===== config.mk =====
export PLATFORM = sky130hd
export DESIGN_NAME = surf_event_merger
export DESIGN_NICKNAME = d
export VERILOG_FILES = /design/src/rtl/surf_event_merger.sv
export SDC_FILE = /design/constraint.sdc
export NUM_CORES = 1
export LEC_CHECK = 0
export CAP_MARGIN = 40
export CORE_MARGIN = 1
export CORE_UTILIZATION = 45
export CTS_CLUSTER_DIAMETER = 100
export DETAILED_ROUTE_END_ITERATION = 16
export MAX_ROUTING_LAYER = met4
export PLACE_DENSITY = 0.76
export SLEW_MARGIN = 30
export SYNTH_ARGS = -nofsm -noshare
export SYNTH_HDL_FRONTEND = slang
export SYNTH_SLANG_ARGS = --single-unit

===== constraint.sdc =====
create_clock -name sysclk_i -period 8.5 [get_ports sysclk_i]
set_input_delay 1.7 -clock sysclk_i [delete_from_list [all_inputs] [get_ports sysclk_i]]
set_output_delay 1.7 -clock sysclk_i [all_outputs]
set_load 0.05 [all_outputs]

===== src/rtl/surf_event_merger.sv =====
// Frame-granular round-robin merge of NSURF byte streams into one stream.
// Define SURF_MERGE_HEADER_EN to emit a {4'hA,0,g} header beat ahead of each frame.
module surf_event_merger #(
  parameter int          NSURF          = 7,
  parameter logic [15:0] TIMEOUT_CYCLES = 16'd4096,
  parameter logic [7:0]  ERR_BYTE       = 8'hFF
) (
  input  logic                 sysclk_i,
  input  logic                 sysclk_rstn_i,
  input  logic [8*NSURF-1:0]   s_tdata,
  input  logic [NSURF-1:0]     s_tvalid,
  output logic [NSURF-1:0]     s_tready,
  input  logic [NSURF-1:0]     s_tlast,
  input  logic [NSURF-1:0]     enable_i,
  output logic [7:0]           m_tdata,
  output logic                 m_tvalid,
  input  logic                 m_tready,
  output logic                 m_tlast,
  output logic [2:0]           m_tuser,
  output logic [31:0]          frame_count_o,
  output logic [15:0]          timeout_count_o,
  output logic                 timeout_o
);
  typedef enum logic [1:0] {IDLE, HDR, DATA, FLUSH} state_t;

  localparam logic [3:0] NS4  = 4'(NSURF);
  localparam logic [2:0] LAST = 3'(NSURF - 1);

  state_t      state, state_n;
  logic [2:0]  grant, rr_ptr, winner, grant_inc;
  logic [3:0]  idx;
  logic        found, drain, drain_n;
  logic [15:0] tmo_cnt;
  logic        beat_acc, acc_last, tmo_fire, flush_done;
  logic [NSURF-1:0] cand;
  logic [7:0]  s_data_a [NSURF];

  for (genvar k = 0; k < NSURF; k++) begin : g_unpack
    assign s_data_a[k] = s_tdata[8*k +: 8];
  end

  assign cand      = enable_i & s_tvalid;
  assign grant_inc = (grant == LAST) ? 3'd0 : grant + 3'd1;

  // First candidate at or above the pointer, wrapping modulo NSURF.
  always_comb begin
    found  = 1'b0;
    winner = rr_ptr;
    idx    = '0;
    for (int i = 0; i < NSURF; i++) begin
      idx = {1'b0, rr_ptr} + 4'(i);
      if (idx >= NS4) idx = idx - NS4;
      if (!found && cand[idx[2:0]]) begin
        found  = 1'b1;
        winner = idx[2:0];
      end
    end
  end

  always_comb begin
    state_n    = state;
    drain_n    = drain;
    s_tready   = '0;
    m_tdata    = '0;
    m_tvalid   = 1'b0;
    m_tlast    = 1'b0;
    m_tuser    = grant;
    beat_acc   = 1'b0;
    acc_last   = 1'b0;
    tmo_fire   = 1'b0;
    flush_done = 1'b0;
    case (state)
      IDLE: begin
        if (found) begin
`ifdef SURF_MERGE_HEADER_EN
          state_n = HDR;
`else
          state_n = DATA;
`endif
        end
      end
`ifdef SURF_MERGE_HEADER_EN
      HDR: begin
        m_tvalid = 1'b1;
        m_tdata  = {4'hA, 1'b0, grant};
        if (m_tready) state_n = DATA;
      end
`endif
      DATA: begin
        m_tdata         = s_data_a[grant];
        m_tvalid        = s_tvalid[grant];
        m_tlast         = s_tlast[grant];
        s_tready[grant] = m_tready;
        beat_acc        = s_tvalid[grant] && m_tready;
        if (beat_acc && s_tlast[grant]) begin
          acc_last = 1'b1;
          state_n  = IDLE;
        end else if (!s_tvalid[grant] && tmo_cnt == TIMEOUT_CYCLES - 16'd1) begin
          tmo_fire = 1'b1;
          drain_n  = 1'b0;
          state_n  = FLUSH;
        end
      end
      FLUSH: begin
        // Terminate downstream with the error byte first, then swallow the source tail.
        if (!drain) begin
          m_tvalid = 1'b1;
          m_tdata  = ERR_BYTE;
          m_tlast  = 1'b1;
          if (m_tready) drain_n = 1'b1;
        end else begin
          s_tready[grant] = 1'b1;
          if (s_tvalid[grant] && s_tlast[grant]) begin
            flush_done = 1'b1;
            state_n    = IDLE;
          end
        end
      end
      default: state_n = IDLE;
    endcase
  end

  always_ff @(posedge sysclk_i) begin
    if (!sysclk_rstn_i) begin
      state           <= IDLE;
      drain           <= 1'b0;
      grant           <= '0;
      rr_ptr          <= '0;
      tmo_cnt         <= '0;
      frame_count_o   <= '0;
      timeout_count_o <= '0;
      timeout_o       <= 1'b0;
    end else begin
      state     <= state_n;
      drain     <= drain_n;
      timeout_o <= tmo_fire;
      if (state == IDLE && found) grant <= winner;
      if (acc_last || flush_done) rr_ptr <= grant_inc;
      if (acc_last) frame_count_o <= frame_count_o + 32'd1;
      if (tmo_fire && timeout_count_o != 16'hFFFF)
        timeout_count_o <= timeout_count_o + 16'd1;
      // Only source silence counts; downstream backpressure holds the count.
      if (state != DATA || beat_acc) tmo_cnt <= '0;
      else if (!s_tvalid[grant])     tmo_cnt <= tmo_cnt + 16'd1;
    end
  end
endmodule


==> summary.md <==
| Metric | Value |
|---|---|
| Synthesized instance count | `660` |
| Internal | `0.938 mW` |
| Clk root buf | `clkbuf_16` |
| Hold buffers post-CTS | `0` |
| Crit-path most repeated cell | `clkdlybuf4s50_1` |
| CTS tree | `built` |
| Post-route ant nets | `0` |
| Layout Nets | `897` |
| Status | `complete, no violations` |
| Area contributors post-synth | `dfxtp_1 (28%), nor2_1 (6.6%), xnor2_1 (6.0%), nand2_1 (4.5%), xor2_1 (4.3%)` |
| Die X | `110 um` |
| Clk Latency, worst-skew pair | `330 ps` |
| Die height | `110 um` |
| Fin worst setup slack | `2780 ps` |
| Initial Util | `46.1%` |
| Area of the core | `0.0114 sq mm` |
| Cts bufs inserted | `9` |
| WP data arrival | `4020 ps` |
| Post-Syn Area | `0.00526 sq mm` |
| Worst-path cell chain | `clkdlybuf4s50_1 -> mux2i_1 -> o2bb2ai_1 -> a221oi_1 -> a21oi_1 -> clkdlybuf4s50_1` |
| RSZ-0062 raised after global routing | `no` |
| Max Slew Vio Count | `0` |
| Syn_area_per_cell | `7.97 sq um` |
| Combinational share of power | `51.1%` |
| FFs w/ async S/R, synth | `0%` |
| Commonest non-fill, non-tap cell in the layout | `clkdlybuf4s50_1` |
| Pre-CTS setup slack | `2780 ps` |
| CP max stage delay | `770 ps` |
| Critical Path Source Type | `input port` |
| Layout cells sized above 1 | `6.58%` |
| DRC | `0` |
| PwrDens | `220 mW/mm^2` |
| Top delay family on crit path | `buffers and inverters` |
| Ant diodes | `0` |
| Clk slew on worst S/H paths | `60 ps` |
| Final period utilization | `67.3%` |
| Maximum VDD drop | `0.000118 V` |
| Fmax | `175 MHz` |
| P_sw | `0.641 mW` |
| Dominant synthesized flop cell | `dfxtp_1` |
| Top cell type's share of synthesized area | `28.2%` |
| IO Count | `149` |
| Final Critical Period | `5720 ps` |
| Crit Path Class | `in -> out` |
| Worst Path Max Fanout | `3` |
| # rows | `39` |
| DP Wirelength | `11,700 um` |
| Sw Share | `40.6%` |
| Synth cell types | `73` |
| Initial antenna violation count | `0` |
| YS warnings | `0` |
| Pin count of the biggest net entering global routing | `44` |
| DR WL/cell | `16.6 um` |
| Met3 Resource Use GR | `4.35%` |
| IO Port Bufs | `148` |
| Vias per cell | `5.70` |
| Most frequent cells in the layout | `clkdlybuf4s50_1 (148), nor2_1 (92), dfxtp_1 (74), nand2_1 (63), xnor2_1 (36)` |
| Worst-Margin Slew | `857 ps` |
| TritonRoute pass-1 iters | `5` |
| Total GRT Usage | `27.4%` |
| Grt met1 use | `34.2%` |
| H-tree lvl count | `3` |
| Postcts setup bufs | `0` |
| Global-route wire length before repair | `25,400 um` |
| Crit. End Element | `output pin` |
| Power share of the clock group | `25.3%` |
| Met2 GRT Util | `46.0%` |
| Worst Path Required | `6800 ps` |
| Seq/Total Area, Yosys | `28.2%` |
| Number of global-route vias before repair | `5,133` |
| Global placer's final weighted congestion | `0.958` |
| Rel. slew slack | `42.9%` |
| Die area | `0.0121 sq mm` |
| Leak Pwr | `2.52 nW` |
| EDFF count, synth | `0` |
| Worst Hold Class | `reg -> reg` |
| Final setup violation count | `0` |
| Cell accounting for the most synthesized area | `dfxtp_1` |
| MaxCap Viol Count | `0` |
| Cts repair resizes | `0` |
| Clock sink count | `74` |
| GR peak layer | `met2` |
| Setup TNS | `0 ps` |
| DRT iter0 DRCs | `381` |
| Slowest cell on the critical path | `a221oi_1` |
| Final setup skew | `12.3 ps` |
| Synthesized flop and latch total | `74` |
| Final hold violation count | `0` |
| WP buf/inv | `2` |
| Mapped Nets | `756` |
| Max clock buf depth | `2` |
| Final wirelength | `15,700 um` |
| Grt total ovfl | `0` |
| Seq pwr share | `23.7%` |
| Synthesis-to-finish area growth | `36.5%` |
| DR vias | `5,409` |
[worst min-delay path: stages (launching register included)]
cell and delay, ps:
dfxtp_1 330, o21ai_0 70, a21oi_1 60
[stage by stage]
step | hold WS (ps) | util (%) | area (sq um) | power (mW) | std cells
finish | 504 | 62.9 | 7180 | 1.58 | 949
global route | 538 | 62.9 | 7180 | 1.66 | 949
CTS | 503 | 62.8 | 7180 | 1.57 | 948
detailed placement | 495 | 60.1 | 6860 | 1.17 | 932
global placement | 479 | 60.0 | 6860 | 1.16 | 931
floorplan | 467 | - | 5260 | 0.959 | 660
[Yosys cell counts, drive strengths merged, types with 10 or more instances]
library cell / count
inv: 19
a21oi: 32
clkbuf: 20
or3: 11
dfxtp: 74
o21ai: 27
nand2: 63
ha: 15
nor2b: 10
mux2i: 21
nand3: 28
nor2: 92
xor2: 26
and3: 10
nor3: 17
mux2: 10
xnor2: 36
and2: 20
nand4: 14
[registers in the layout, summed over array words and instances, names as in the netlist]
| signal | cells |
|---|---|
| timeout_o | 1 |
| tmo_cnt | 16 |
| state | 2 |
| drain | 1 |
| frame_count_o | 32 |
| timeout_count_o | 16 |
| m_tuser | 3 |
| rr_ptr | 3 |
[final timing paths]
| check | from | endpoint | slack (ps) | depth (start not counted) |
|---|---|---|---|---|
| hold / removal | frame_count_o[24] | frame_count_o[24] | 500 | 2 |
| setup reg to reg | rr_ptr[1] | m_tuser[2] | 4300 | 13 |
| hold reg to reg | frame_count_o[24] | frame_count_o[24] | 500 | 2 |
| setup / recovery | s_tlast[2] | m_tlast | 2780 | 6 |
[power groups by stage]
stage / clock, mW / sequential (mW) / combinational, mW
global placement: 0 / 0.381 / 0.779
detailed placement: 0 / 0.381 / 0.789
CTS: 0.404 / 0.374 / 0.794
floorplan: 0 / 0.395 / 0.564
finish: 0.399 / 0.374 / 0.806
global route: 0.420 / 0.376 / 0.866
[layout make-up]
| cell class | count | area [sq um] |
|---|---|---|
| tap | 143 | 179 |
| sequential | 74 | 1480 |
| clock buffer | 12 | 236 |
| clock inverter | 4 | 76.3 |
| multi-input combinational | 538 | 3580 |
| fill | 1000 | 4240 |
| timing repair buffer | 157 | 1550 |
| inverter | 21 | 78.8 |
[kinds of logic (layout without fill, tap and decap cells)]
family,count (synthesis),count (layout),synth area share [%]
AOI/OAI and AO/OA,130,130,16.9
xor gates and xnor gates,62,62,10.3
adders and majority gates,16,16,3.95
buffers and inverters,48,194,3.73
DFF,74,74,28.2
muxes,39,39,9.56
and+or+nand+nor,291,291,27.4
[per-layer routing]
layer  vias up  part of all wire [%]
li1       2644                     -
met1      2546                    44
met2       191                    49
met3        28                   5.6
met4         0                   1.6
met5         -                     0
Power figures use the tool's default switching activity.
